<file path="src/rtl/i2c_pkg.sv">
// Shared definitions for the I2C master engines: FSM state encoding,
// quarter-bit phase constants and bus-level protocol constants.
package i2c_pkg;

    typedef enum logic [2:0] {
        ST_IDLE,
        ST_START,
        ST_ADDR,
        ST_ACK,
        ST_LOAD,
        ST_DATA,
        ST_STOP
    } state_t;

    // Quarter-bit phases; SCL is low in Q0/Q1 and released in Q2/Q3.
    localparam logic [1:0] Q0 = 2'd0;
    localparam logic [1:0] Q1 = 2'd1;
    localparam logic [1:0] Q2 = 2'd2;
    localparam logic [1:0] Q3 = 2'd3;

    localparam logic I2C_WRITE = 1'b0;
    localparam logic I2C_ACK   = 1'b0;

endpackage

</file>
<file path="src/rtl/i2c_qtick.sv">
// Quarter-bit prescaler: pulses qtick once every CLK_DIV cycles while run
// is high. hold freezes the count (FIFO stall or slave clock stretching);
// dropping run returns the count to zero so every transfer starts aligned.
module i2c_qtick #(
    parameter int CLK_DIV = 4
) (
    input  logic clk,
    input  logic rst,
    input  logic run,
    input  logic hold,
    output logic qtick
);

    localparam int CW = (CLK_DIV > 1) ? $clog2(CLK_DIV) : 1;

    logic [CW-1:0] cnt;

    assign qtick = run && !hold && (cnt == CW'(CLK_DIV - 1));

    // Free-running divider, cleared when idle and frozen while held.
    always_ff @(posedge clk) begin
        if (rst || !run) begin
            cnt <= '0;
        end else if (!hold) begin
            cnt <= qtick ? '0 : cnt + 1'b1;
        end
    end

endmodule

</file>
<file path="src/rtl/i2c_master_tx.sv">
// I2C master write engine. Issues START, sends {addr,W}, then pops bytes
// from a show-ahead FIFO and shifts them out MSB-first, checking the slave
// ACK after each byte, and finishes with STOP.
// Optional: define I2C_STRETCH_EN to honour slave clock stretching on scl_i.
module i2c_master_tx
    import i2c_pkg::*;
#(
    parameter int CLK_DIV = 4,
    parameter int AW      = 7
) (
    input  logic        clk,
    input  logic        rst,
    input  logic        go,
    input  logic [6:0]  addr,
    input  logic [AW:0] len,
    output logic        fifo_rd,
    input  logic [7:0]  fifo_dout,
    input  logic        fifo_empty,
    output logic        scl_oe,
    output logic        sda_oe,
    input  logic        sda_i,
    input  logic        scl_i,
    output logic        busy,
    output logic        done,
    output logic        nack,
    output logic [AW:0] bytes_sent
);

    state_t      state, state_nxt;
    logic [1:0]  phase;
    logic [2:0]  bit_cnt;
    logic [7:0]  shreg;
    logic [6:0]  addr_r;
    logic [AW:0] len_r;
    logic        is_data;   // byte currently on the wire came from the FIFO
    logic        qtick;
    logic        run;
    logic        hold;
    logic        go_ok;
    logic        bit_end;

    assign run     = (state != ST_IDLE);
    // A go coinciding with the done pulse is dropped along with go-while-busy.
    assign go_ok   = go && (state == ST_IDLE) && !done;
    assign bit_end = qtick && (phase == Q3);

`ifdef I2C_STRETCH_EN
    // A slave holding SCL low while we have released it stretches the phase.
    assign hold = ((state == ST_LOAD) && fifo_empty) ||
                  (phase[1] && !scl_oe && !scl_i);
`else
    logic unused_scl_i;
    assign unused_scl_i = scl_i;
    assign hold = (state == ST_LOAD) && fifo_empty;
`endif

    i2c_qtick #(.CLK_DIV(CLK_DIV)) u_qtick (
        .clk   (clk),
        .rst   (rst),
        .run   (run),
        .hold  (hold),
        .qtick (qtick)
    );

    // State register.
    always_ff @(posedge clk) begin
        if (rst) state <= ST_IDLE;
        else     state <= state_nxt;
    end

    // Next-state logic; every bit-level transition lands on the Q3 boundary.
    always_comb begin
        state_nxt = state;
        case (state)
            ST_IDLE:  if (go_ok) state_nxt = ST_START;
            ST_START: if (bit_end) state_nxt = ST_ADDR;
            ST_ADDR,
            ST_DATA:  if (bit_end && bit_cnt == 3'd7) state_nxt = ST_ACK;
            ST_ACK:   if (bit_end)
                          state_nxt = (nack || bytes_sent == len_r) ? ST_STOP : ST_LOAD;
            ST_LOAD:  if (!fifo_empty) state_nxt = ST_DATA;
            ST_STOP:  if (bit_end) state_nxt = ST_IDLE;
            default:  state_nxt = ST_IDLE;
        endcase
    end

    // Pad enables and FIFO pop decoded from state and quarter phase.
    always_comb begin
        scl_oe  = 1'b0;
        sda_oe  = 1'b0;
        fifo_rd = 1'b0;
        case (state)
            ST_START: sda_oe = phase[1];
            ST_ADDR,
            ST_DATA: begin
                scl_oe = ~phase[1];
                sda_oe = ~shreg[7];
            end
            ST_ACK:   scl_oe = ~phase[1];
            ST_LOAD: begin
                scl_oe  = 1'b1;
                fifo_rd = !fifo_empty;
            end
            ST_STOP: begin
                scl_oe = (phase == Q0);
                sda_oe = ~phase[1];
            end
            default: ;
        endcase
    end

    // Phase counter, shift register, transfer bookkeeping and status.
    always_ff @(posedge clk) begin
        if (rst) begin
            phase      <= Q0;
            bit_cnt    <= '0;
            shreg      <= '0;
            addr_r     <= '0;
            len_r      <= '0;
            is_data    <= 1'b0;
            busy       <= 1'b0;
            done       <= 1'b0;
            nack       <= 1'b0;
            bytes_sent <= '0;
        end else begin
            done <= 1'b0;
            if (state == ST_IDLE) phase <= Q0;
            else if (qtick)       phase <= phase + 2'd1;

            case (state)
                ST_IDLE: if (go_ok) begin
                    addr_r     <= addr;
                    len_r      <= len;
                    busy       <= 1'b1;
                    nack       <= 1'b0;
                    bytes_sent <= '0;
                    is_data    <= 1'b0;
                end
                ST_START: if (bit_end) begin
                    shreg   <= {addr_r, I2C_WRITE};
                    bit_cnt <= '0;
                end
                ST_ADDR,
                ST_DATA: if (bit_end) begin
                    shreg   <= {shreg[6:0], 1'b0};
                    bit_cnt <= bit_cnt + 3'd1;
                end
                // ACK slot is sampled mid-high-phase, at the end of Q2.
                ST_ACK: if (qtick && phase == Q2) begin
                    if (sda_i != I2C_ACK)
                        nack <= 1'b1;
                    else if (is_data && bytes_sent != len_r)
                        bytes_sent <= bytes_sent + 1'b1;
                end
                // The load cycle doubles as the first cycle of DATA Q0.
                ST_LOAD: if (!fifo_empty) begin
                    shreg   <= fifo_dout;
                    bit_cnt <= '0;
                    is_data <= 1'b1;
                end
                ST_STOP: if (bit_end) begin
                    done <= 1'b1;
                    busy <= 1'b0;
                end
                default: ;
            endcase
        end
    end

endmodule

</file>
<file path="config.mk">
export PLATFORM = sky130hd
export DESIGN_NAME = i2c_master_tx
export DESIGN_NICKNAME = d
export VERILOG_FILES = /design/src/rtl/i2c_pkg.sv /design/src/rtl/i2c_qtick.sv /design/src/rtl/i2c_master_tx.sv
export SDC_FILE = /design/constraint.sdc
export NUM_CORES = 1
export LEC_CHECK = 0
export ABC_AREA = 1
export CAP_MARGIN = 15
export CORE_MARGIN = 4
export CORE_UTILIZATION = 40
export CTS_BUF_LIST = sky130_fd_sc_hd__clkbuf_8
export CTS_CLUSTER_DIAMETER = 120
export DETAILED_ROUTE_END_ITERATION = 6
export SETUP_SLACK_MARGIN = 0.3
export SLEW_MARGIN = 40
export SYNTH_ARGS = -nofsm -noshare
export SYNTH_HDL_FRONTEND = slang
export SYNTH_SLANG_ARGS = --single-unit
</file>
<file path="constraint.sdc">
create_clock -name clk -period 2.2 [get_ports clk]
set_input_delay 0.66 -clock clk [delete_from_list [all_inputs] [get_ports clk]]
set_output_delay 0.66 -clock clk [all_outputs]
set_load 0.005 [all_outputs]
</file>
==> results by group <==
CTS
  – Root buffer cell: clkbuf_8
  – CTS tree: yes
  – Post-CTS Hold Fix Bufs: 0
  – H-tree depth: 2
  – Clk_lat worst skew: 0.30 ns
  – CTS Buffer Depth: 2
  – Clock-pin slew on the worst setup and hold paths: 0.08 ns
  – CTS sink count: 45
  – Cts bufs inserted: 5

GRT
  – Global-route wire length before repair: 10,500 um
  – Antenna violations before repair: 0
  – Largest net degree at the start of global routing: 30
  – Vias in the first global route: 2,335
  – Gr usage total: 0.174
  – Gr ovfl total: 0

Synth
  – Largest family of logic cells by synthesized area: simple AND/OR/NAND/NOR gates
  – Xor/xnor share of the synthesized area: 0.0142
  – Post-synth top area share: 0.366
  – Mapped Nets: 382
  – Simple-gate portion of the synthesized area: 0.327
  – Adder-Cell Fraction of Synth Area: 0.0356
  – YS warnings: 0
  – Top FF cell, synth: dfxtp_1
  – Synth top area cells: dfxtp_1 (37%), nand2_1 (11%), nor2_1 (8.7%)
  – Number of flops mapped to enable cells by yosys: 0
  – Synth Cell Area: about 2500 um^2
  – Syn avg cell area: 7.12 um^2
  – Post-synthesis compound-gate area fraction: 0.174
  – Async S/R FF share, synth: 0
  – Post-Synthesis Cells: 346
  – Seq/Total Area, Yosys: 0.366
  – Synthesized flop and latch total: 45
  – Proportion of synthesized area in mux cells: 0
  – Largest area contributor in the netlist: dfxtp_1
  – Distinct cells, synth: 37

Finish
  – Final instance area: 3370 um^2
  – Diodes inserted: 0
  – Commonest non-fill, non-tap cell in the layout: nand2_1
  – Non-Filler Instances: roughly 500
  – Synthesis-to-layout area growth: 36.8%
  – Nets@finish: 456
  – Most frequent cells in the layout: nand2_1 (69), nor2_1 (54), clkdlybuf4s50_1 (37)
  – Share of cells above drive strength 1: 0.247

Placement
  – Dpl cell area: 3090 um^2
  – Placed cell count: about 480
  – DP Wirelength: 4390 um
  – Placer Congestion: 0.893
  – Port bufs: 41
  – Post-place setup slack: -0.222 ns

Drt
  – Total number of vias: 2,399
  – Initial DRC count: 60
  – Post-route ant nets: 0
  – Routed wire per std cell: between 10 and 15 um
  – # DRC: 0
  – Via/cell ratio: 4.84
  – DR pass1 iterations: 4
  – Final wirelength: 6050 um

Flow run
  – Max-cap violations: 0

Critical path
  – CP Capture Type: output port
  – Crit path DAT: 1.25 ns
  – Slowest stage delay, CP: 0.38 ns
  – Worst path top cell family by delay: flip-flops
  – Buf/Inv on CP: 3
  – Startpoint Class: flip-flop
  – CP Class: reg2out
  – CP Cell Sequence: buf_4, nor2_4, inv_2, nor2_2, buf_2
  – Worst-path cell with the longest stage delay: dfxtp_4
  – CP Data Required Time: 1.54 ns
  – Worst Path Max Fanout: 5

Floorplan
  – DIE AREA: roughly 7500 um^2
  – IO Count: 43
  – Vert. Die Dim: 86.5 um
  – Core area: 5960 um^2
  – Row Count: 28
  – Die width: 86.5 um
  – Initial core utilization: 0.414

STA
  – Setup ws final: approximately 0.29 ns
  – Setup_tns: 0 ns
  – RSZ-0062 raised after global routing: true
  – Max frequency: 523 MHz
  – Actual slew at the worst max-slew pin: 0.286 ns
  – Final setup vio count: 0
  – Final period utilization: 0.869
  – Slew Viols, Final: 0
  – Final hold violations: 0
  – Layout Skew: 0.00704 ns
  – Min cycle time layout: 1.91 ns
  – Slew HR: 0.808

Pwr
  – Peak supply drop: 0.614 mV
  – P_leak: 1.48 nW
  – Pwr Density: 1150 nW/um^2

Min path
  – HP Class: reg2reg

Run status
  – Outcome: finished clean
## area by class of cell
cell class	count	area, um^2
fill	605	2580
tap	75	93.8
inverter	35	143
multi-input combinational	254	1400
clock buffer	7	96.3
clock inverter	1	5.00
timing repair buffer	79	696
sequential	45	937
## through the flow
stage	hold WS, ns	power (W)	utilization
after floorplan	0.430	0.00260	-
after global placement	0.450	0.00315	0.520
after detailed placement	0.451	0.00317	0.520
after CTS	0.464	0.00386	0.557
after global routing	0.495	0.00422	0.566
final	0.465	0.00387	0.566
## sequential cells by signal (all words and copies together) (netlist names)
register and count:
bit_cnt 3, is_data 1, shreg 8, u_qtick.cnt 2, len_r 8, busy 1, state 3, addr_r 7
phase 2, done 1, nack 1, bytes_sent 8
## worst register-to-register path: cells and delay by family (launching register included)
kind            cells  cell delay, ns
compound gates      1            0.05
buf+inv            10            0.98
flops               1            0.43
simple gates        3            0.17
## power by group
group	total, W	internal (W)	switching [W]
sequential	0.00123	0.00105	0.000174
combinational	0.00208	0.000918	0.00116
clock	0.000568	0.000284	0.000284
total	0.00387	0.00225	0.00162
## cells in the mapped netlist (2+ instances only)
cell type	number
nor3b_1	2
nand3_2	2
o21ai_2	2
dfxtp_1	45
o21ai_0	21
inv_2	3
ha_1	7
nand2_1	69
nand2_2	7
a21oi_1	32
xnor2_1	3
buf_2	5
o211ai_1	2
nand2_4	4
nor2_1	57
o21ai_1	4
nand3_1	18
a21oi_2	4
nor3_2	3
clkbuf_1	4
inv_1	31
a22oi_1	6
## path summary, 6_finish.rpt
path,from,end,slack (ns),cells after the start
worst min-delay path,is_data,is_data,0.46,2
worst max register to register,state[0],is_data,0.47,14
worst max-delay path,state[1],fifo_rd,0.29,5
worst min register to register,is_data,is_data,0.46,2
## cell families after synthesis
group,count (synthesis)
simple gates,169
compound gates,74
buf+inv,47
flops,45
fa+ha+maj,7
xor+xnor,4
## timing repair
action	in CTS	in global routing
endpoints found under the setup margin	9	28
gates resized for setup	41	14
pin swaps	5	2
setup buffers	11	2
## per-layer routing
metal | vias to the layer above | share of wire | track usage | wire, um
li1 | 1263 | - | - | -
met1 | 1079 | 0.47 | 0.219 | 2860
met2 | 47 | 0.48 | 0.300 | 2880
met3 | 10 | 0.036 | 0.0342 | 220
met4 | 0 | 0.016 | 0.0524 | 94
met5 | - | 0 | 0 | 0
Note: power is estimated with default switching activity, not from simulation.
